==> src/rtl/regfile_wb_arbiter_if.sv <==
// Writeback bus between the ALU/MEM/MULDIV requesters, the hazard unit stall,
// and the register file write port that regfile_wb_arbiter drives.
interface regfile_wb_arbiter_if #(
    parameter int DATA_W = 32,
    parameter int ADDR_W = 5,
    parameter int CNT_W  = 16
);
    logic              WbStall;

    logic              AluValid;
    logic [ADDR_W-1:0] AluReg;
    logic [DATA_W-1:0] AluData;
    logic              AluReady;

    logic              MemValid;
    logic [ADDR_W-1:0] MemReg;
    logic [DATA_W-1:0] MemData;
    logic              MemReady;

    logic              MdValid;
    logic [ADDR_W-1:0] MdReg;
    logic [DATA_W-1:0] MdData;
    logic              MdReady;

    logic              Write1;
    logic [ADDR_W-1:0] WriteReg1;
    logic [DATA_W-1:0] WriteData1;
    logic [CNT_W-1:0]  WbCount;

    // Arbiter side
    modport slave (
        input  WbStall,
        input  AluValid, AluReg, AluData,
        input  MemValid, MemReg, MemData,
        input  MdValid,  MdReg,  MdData,
        output AluReady, MemReady, MdReady,
        output Write1, WriteReg1, WriteData1, WbCount
    );

    // Requester / register-file side
    modport master (
        output WbStall,
        output AluValid, AluReg, AluData,
        output MemValid, MemReg, MemData,
        output MdValid,  MdReg,  MdData,
        input  AluReady, MemReady, MdReady,
        input  Write1, WriteReg1, WriteData1, WbCount
    );
endinterface

==> src/rtl/regfile_wb_arbiter.sv <==
// Arbitrates the single register-file write port among ALU, MEM and MULDIV writebacks.
// Define WB_RR_EN for round-robin arbitration; otherwise fixed priority ALU > MEM > MD.
module regfile_wb_arbiter #(
    parameter int DATA_W = 32,
    parameter int ADDR_W = 5,
    parameter int CNT_W  = 16
) (
    input  logic                 CLK,
    input  logic                 RESET,
    regfile_wb_arbiter_if.slave  bus
);
    typedef enum logic [1:0] {
        REQ_ALU = 2'd0,
        REQ_MEM = 2'd1,
        REQ_MD  = 2'd2
    } reqSel_e;

    logic [2:0]        validVec;
    logic [2:0]        grantVec;
    logic [ADDR_W-1:0] selReg;
    logic [DATA_W-1:0] selData;

    assign validVec = {bus.MdValid, bus.MemValid, bus.AluValid};

`ifdef WB_RR_EN
    reqSel_e ptr;
    reqSel_e ptrNext;
    logic [5:0] dblVec;
    logic [2:0] lowVec;

    // Rotate so the pointer's requester sits at bit 0, take the lowest set bit, rotate back.
    always_comb begin
        // NOTE: every combinational output gets a default first so no path can infer a latch.
        grantVec = '0;
        dblVec   = {validVec, validVec};
        lowVec   = '0;
        if (RESET && !bus.WbStall) begin
            lowVec   = 3'(dblVec >> ptr);
            lowVec   = lowVec & (~lowVec + 3'd1);
            grantVec = 3'(({lowVec, lowVec} << ptr) >> 3);
        end
    end

    always_comb begin
        ptrNext = ptr;
        case (grantVec)
            3'b001:  ptrNext = REQ_MEM;
            3'b010:  ptrNext = REQ_MD;
            3'b100:  ptrNext = REQ_ALU;
            default: ptrNext = ptr;
        endcase
    end

    always_ff @(posedge CLK) begin
        if (!RESET) ptr <= REQ_ALU;
        else        ptr <= ptrNext;
    end
`else
    always_comb begin
        grantVec = '0;
        if (RESET && !bus.WbStall) begin
            grantVec[0] = validVec[0];
            grantVec[1] = validVec[1] & ~validVec[0];
            grantVec[2] = validVec[2] & ~validVec[1] & ~validVec[0];
        end
    end
`endif

    assign bus.AluReady = grantVec[0];
    assign bus.MemReady = grantVec[1];
    assign bus.MdReady  = grantVec[2];

    always_comb begin
        selReg  = '0;
        selData = '0;
        case (grantVec)
            3'b001: begin selReg = bus.AluReg; selData = bus.AluData; end
            3'b010: begin selReg = bus.MemReg; selData = bus.MemData; end
            3'b100: begin selReg = bus.MdReg;  selData = bus.MdData;  end
            default: ;
        endcase
    end

    // Register 0 is hardwired, so a grant to it completes the handshake but never writes or counts.
    always_ff @(posedge CLK) begin
        // NOTE: synchronous reset and non-blocking assignments keep every state update on the same edge.
        if (!RESET) begin
            bus.Write1     <= 1'b0;
            bus.WriteReg1  <= '0;
            bus.WriteData1 <= '0;
            bus.WbCount    <= '0;
        end else if (|grantVec) begin
            bus.Write1     <= (selReg != '0);
            bus.WriteReg1  <= selReg;
            bus.WriteData1 <= selData;
            if ((selReg != '0) && (bus.WbCount != '1))
                bus.WbCount <= bus.WbCount + 1'b1;
        end else begin
            bus.Write1 <= 1'b0;
        end
    end
endmodule

==> src/flat_wrapper.sv <==
// flat-port wrapper written by rule: the top's interface ports become plain ports
module regfile_wb_arbiter_flat 
#(
    parameter int DATA_W = 32,
    parameter int ADDR_W = 5,
    parameter int CNT_W  = 16
)
  (CLK, RESET, bus_WbStall, bus_AluValid, bus_AluReg, bus_AluData, bus_MemValid, bus_MemReg, bus_MemData, bus_MdValid, bus_MdReg, bus_MdData, bus_AluReady, bus_MemReady, bus_MdReady, bus_Write1, bus_WriteReg1, bus_WriteData1, bus_WbCount);
  regfile_wb_arbiter_if #(.DATA_W(DATA_W), .ADDR_W(ADDR_W), .CNT_W(CNT_W)) bus_i ();
  input  logic CLK;
  input  logic RESET;
  input wire logic [$bits(bus_i.WbStall)-1:0] bus_WbStall;
  input wire logic [$bits(bus_i.AluValid)-1:0] bus_AluValid;
  input wire logic [$bits(bus_i.AluReg)-1:0] bus_AluReg;
  input wire logic [$bits(bus_i.AluData)-1:0] bus_AluData;
  input wire logic [$bits(bus_i.MemValid)-1:0] bus_MemValid;
  input wire logic [$bits(bus_i.MemReg)-1:0] bus_MemReg;
  input wire logic [$bits(bus_i.MemData)-1:0] bus_MemData;
  input wire logic [$bits(bus_i.MdValid)-1:0] bus_MdValid;
  input wire logic [$bits(bus_i.MdReg)-1:0] bus_MdReg;
  input wire logic [$bits(bus_i.MdData)-1:0] bus_MdData;
  output wire logic [$bits(bus_i.AluReady)-1:0] bus_AluReady;
  output wire logic [$bits(bus_i.MemReady)-1:0] bus_MemReady;
  output wire logic [$bits(bus_i.MdReady)-1:0] bus_MdReady;
  output wire logic [$bits(bus_i.Write1)-1:0] bus_Write1;
  output wire logic [$bits(bus_i.WriteReg1)-1:0] bus_WriteReg1;
  output wire logic [$bits(bus_i.WriteData1)-1:0] bus_WriteData1;
  output wire logic [$bits(bus_i.WbCount)-1:0] bus_WbCount;
  assign bus_i.WbStall = bus_WbStall;
  assign bus_i.AluValid = bus_AluValid;
  assign bus_i.AluReg = bus_AluReg;
  assign bus_i.AluData = bus_AluData;
  assign bus_i.MemValid = bus_MemValid;
  assign bus_i.MemReg = bus_MemReg;
  assign bus_i.MemData = bus_MemData;
  assign bus_i.MdValid = bus_MdValid;
  assign bus_i.MdReg = bus_MdReg;
  assign bus_i.MdData = bus_MdData;
  assign bus_AluReady = bus_i.AluReady;
  assign bus_MemReady = bus_i.MemReady;
  assign bus_MdReady = bus_i.MdReady;
  assign bus_Write1 = bus_i.Write1;
  assign bus_WriteReg1 = bus_i.WriteReg1;
  assign bus_WriteData1 = bus_i.WriteData1;
  assign bus_WbCount = bus_i.WbCount;
  regfile_wb_arbiter #(.DATA_W(DATA_W), .ADDR_W(ADDR_W), .CNT_W(CNT_W)) u_core (.CLK(CLK), .RESET(RESET), .bus(bus_i));
endmodule
==> config.mk <==
export PLATFORM = sky130hd
export DESIGN_NAME = regfile_wb_arbiter_flat
export DESIGN_NICKNAME = d
export VERILOG_FILES = /design/src/rtl/regfile_wb_arbiter_if.sv /design/src/rtl/regfile_wb_arbiter.sv /design/src/flat_wrapper.sv
export SDC_FILE = /design/constraint.sdc
export NUM_CORES = 1
export LEC_CHECK = 0
export ABC_CLOCK_PERIOD_IN_PS = 3800
export CAP_MARGIN = 5
export CORE_ASPECT_RATIO = 0.9
export CORE_MARGIN = 2
export CORE_UTILIZATION = 26
export DETAILED_ROUTE_END_ITERATION = 10
export REMOVE_ABC_BUFFERS = 1
export SLEW_MARGIN = 20
export SYNTH_ARGS = -nofsm -noshare
export SYNTH_HDL_FRONTEND = slang
export SYNTH_SLANG_ARGS = --single-unit
export TNS_END_PERCENT = 5
==> constraint.sdc <==
create_clock -name CLK -period 3.8 [get_ports CLK]
set_input_delay 0.57 -clock CLK [delete_from_list [all_inputs] [get_ports CLK]]
set_output_delay 0.57 -clock CLK [all_outputs]
set_load 0.01 [all_outputs]
==> results.json <==
{
  "cts_sinks": 54,
  "wl_per_cell_um": 16.7,
  "drtPass1Iterations": 5,
  "postCtsSetupRepairBufs": 0,
  "postSynth.topFlopCell": "sky130_fd_sc_hd__dfxtp_1",
  "min_from": "u_core.bus.WbCount[4]",
  "dieWidth_um": 110,
  "final-hold-violation-count": 0,
  "synth_sequential_area_ratio_pct": 41.0,
  "count_of_synthesis_stage_warnings_from_yosys": 0,
  "cts_hold_repair.buffers": 0,
  "detail_route.iter0.violations": 131,
  "crit-reg2reg-capture": "u_core.bus.WbCount[1]",
  "synth.ff_latch_count": 54,
  "detailroute.via_count": 2973,
  "drv.max_cap_violation_count": 0,
  "period_share_pct": 82.5,
  "gr-usage-all-layers_pct": 16.7,
  "ff2ff_path_depth": 6,
  "synthesis.instances": 294,
  "max_slew.worst_pin.slew_ps": 645,
  "remaining_drc_errors": 0,
  "path_common_cell": "sky130_fd_sc_hd__clkdlybuf4s50_1",
  "first_global_vias": 2888,
  "postRouteAntennaNets": 0,
  "layout.nets": 576,
  "core_area_um2": 9740,
  "rr_startpoint": "u_core.bus.WbCount[0]",
  "hold_depth": 2,
  "ctsHtreeMaxLevel": 2,
  "count_of_flip_flops_with_a_built_in_enable_after_synthesis": 0,
  "critical_path_class": "input port to output pin",
  "min-delay-path-class": "flop to flop",
  "totalPowerFinal_mw": 1.21,
  "ff2ff_setup_slack_ps": 1740,
  "p_leak_nw": 1.51,
  "setup_repair_after_global_routing_missed_its_margin": "false",
  "drive_gt1_share_pct": 5.91,
  "clkSlewWorstSetupHoldPaths_ps": 90,
  "finalMaxSlewViolations": 0,
  "fp.dieH_um": 99.5,
  "vias_per_cell": 5.10,
  "main_combinational_cell_family_by_area_after_synthesis": "compound AO/OA/AOI/OAI gates",
  "crit_path_cell_trace": "clkdlybuf4s50_1 -> and4bb_1 -> clkdlybuf4s50_1",
  "drt_wl_total_mm": 9.71,
  "cts-buffers-inserted": 5,
  "critPathCaptureType": "output pin",
  "relSlewSlack_pct": 56.9,
  "timing.hold.worst_endpoint": "u_core.bus.WbCount[4]",
  "critical_path.startpoint_type": "input port",
  "synth_compound_gate_area_share_pct": 33.6,
  "gp_routability_congestion": 0.774,
  "root_buffer": "sky130_fd_sc_hd__clkbuf_8",
  "clock.fmax_ghz": 0.319,
  "die_area_um2": 11000,
  "cts.path.max_buffers": 2,
  "top_level_ports": 174,
  "yosys-mux-area-fraction_pct": 2.28,
  "async_reset_ff_share_pct": 0,
  "layout-area-overhead-vs-synth_pct": 72.9,
  "setup_viol": 0,
  "pwr_cell_area_nw_per_um2": 266,
  "floorplan.rows": 34,
  "critical_path_required_ps": 3230,
  "crit_path_top_delay_cell": "sky130_fd_sc_hd__and4bb_1",
  "outcome": "finished, final reports clean",
  "port_buffers": 173,
  "count_of_different_cell_masters_after_synthesis": 39,
  "synthAdderAreaFrac_pct": 0.475,
  "synth-xor-area-share_pct": 0,
  "max-vdd-ir-drop_v": 0.000182,
  "globalRouteOverflowTotal": 0,
  "dp.final_hpwl_mm": 7.40,
  "initial_standard_cell_utilization_of_the_core_pct": 27.0,
  "avgSynthCellArea_um2": 8.96,
  "largest_fanout_of_any_net_on_the_critical_path": 12,
  "num_antenna_cells": 0,
  "timing.clock.skew_ps": 1.80,
  "cts-resized-gates": 0,
  "synth.cell_area_um2": 2630,
  "synth-simple-area-share_pct": 16.9,
  "cp_slowest_stage_delay_ps": 700,
  "grt_pass1_wl_mm": 14.5,
  "period_needed_ps": 3130,
  "clk-insertion-delay-late_ps": 300,
  "timing.hold.ws_ps": 491,
  "tritoncts": "yes",
  "totalNegativeSetupSlack_ps": 0,
  "grt_start_max_net_pins": 33,
  "cp_data_arrival_time_ps": 2560,
  "number_of_antenna_violations_at_the_first_check_in_global_routing": 0
}
## metal layers
| metal | up-vias | global-route usage, % | part of all wire (%) |
|---|---|---|---|
| met3 | 8 | 3.21 | 8.4 |
| li1 | 1468 | - | - |
| met1 | 1381 | 20.9 | 41 |
| met5 | - | 0 | 0 |
| met2 | 116 | 29.5 | 50 |
| met4 | 0 | 3.17 | 0.78 |
## report_power, final
group	switching, mW	internal (mW)
clock network	0.181	0.141
logic	0.106	0.179
registers	0.0132	0.589
total	0.300	0.910
## cell families (layout without fill, tap and decap cells)
family                     Yosys count  after routing
AOI/OAI and AO/OA                  134            134
adders and majority gates            1              1
buffers and inverters               29            192
DFF                                 54             54
muxes                                6              6
and+or+nand+nor                     70             70
## worst max-delay path, delay by kind of cell
kind / cells / cell delay [ps]
buffers and inverters: 2 / 1290
and+or+nand+nor: 1 / 700
## layout by cell type, fill, tap and decap left out, drive strengths merged, types with 5 or more instances in the layout
master / synthesis / layout
nand2b: 5 / 5
a21oi: 46 / 46
and3: 5 / 5
nor3: 9 / 9
o21ai: 8 / 8
dfxtp: 54 / 54
nand2: 11 / 11
nor3b: 5 / 5
clkdlybuf4s50: 0 / 173
nand3: 8 / 8
mux2i: 6 / 6
nand4: 5 / 5
clkbuf: 20 / 6
buf: 7 / 11
a22oi: 64 / 64
nor2: 6 / 6
## registers in the layout (all words and copies together), names as in the netlist
name                   count
u_core.bus.Write1          1
u_core.bus.WriteData1     32
u_core.bus.WbCount        16
u_core.bus.WriteReg1       5
## synthesized netlist by cell type (2+ instances only)
library cell	number	share of area, %
sky130_fd_sc_hd__a22oi_1	64	18
sky130_fd_sc_hd__dfxtp_1	54	41
sky130_fd_sc_hd__a21oi_1	46	8.7
sky130_fd_sc_hd__clkbuf_1	20	2.9
sky130_fd_sc_hd__nand2_1	11	1.6
sky130_fd_sc_hd__nand3_1	8	1.5
sky130_fd_sc_hd__o21ai_0	8	1.5
sky130_fd_sc_hd__mux2i_1	6	2.3
sky130_fd_sc_hd__nor2_1	6	0.86
sky130_fd_sc_hd__and3_1	5	1.2
sky130_fd_sc_hd__buf_6	5	2.1
sky130_fd_sc_hd__nand2b_1	5	1.2
sky130_fd_sc_hd__nand4_1	5	1.2
sky130_fd_sc_hd__a221oi_1	4	1.3
sky130_fd_sc_hd__nor3_1	4	0.76
sky130_fd_sc_hd__nor3_2	4	1.5
sky130_fd_sc_hd__nor3b_1	4	1.1
sky130_fd_sc_hd__o31ai_1	4	1.1
sky130_fd_sc_hd__and2_1	3	0.71
sky130_fd_sc_hd__o211ai_1	3	0.86
sky130_fd_sc_hd__or3_1	3	0.71
sky130_fd_sc_hd__and4_1	2	0.67
sky130_fd_sc_hd__inv_1	2	0.29
sky130_fd_sc_hd__nor2b_1	2	0.47
sky130_fd_sc_hd__or4_1	2	0.57
## metrics by stage
stage	area (µm²)	setup slack [ps]	utilization [%]	instances
finish	4550	666	46.8	583
global route	4550	604	46.8	583
CTS	4550	647	46.8	583
detailed placement	4470	471	45.9	577
global placement	4470	612	45.9	577
floorplan	2490	881	-	267
## how the worst max path moves through the flow
stage	from	endpoint	slack, ps
4_1_cts	bus_AluValid	bus_MemReady	650
5_1_grt	bus_AluValid	bus_MemReady	600
2_1_floorplan	bus_WbStall	bus_MdReady	880
6_report	bus_AluValid	bus_MemReady	670
3_3_place_gp	bus_AluValid	u_core.bus.WbCount[15]	610
3_5_place_dp	bus_AluValid	u_core.bus.WbCount[15]	470
## final cells by class
| class | instances | area, µm² |
|---|---|---|
| clock buffers | 6 | 82.6 |
| fillers | 967 | 5190 |
| inverters | 2 | 7.51 |
| multi-input cells | 211 | 1410 |
| flip-flops and latches | 54 | 1080 |
| well taps | 126 | 158 |
| repair buffers | 184 | 1810 |
(Power assumes the default switching activity.)
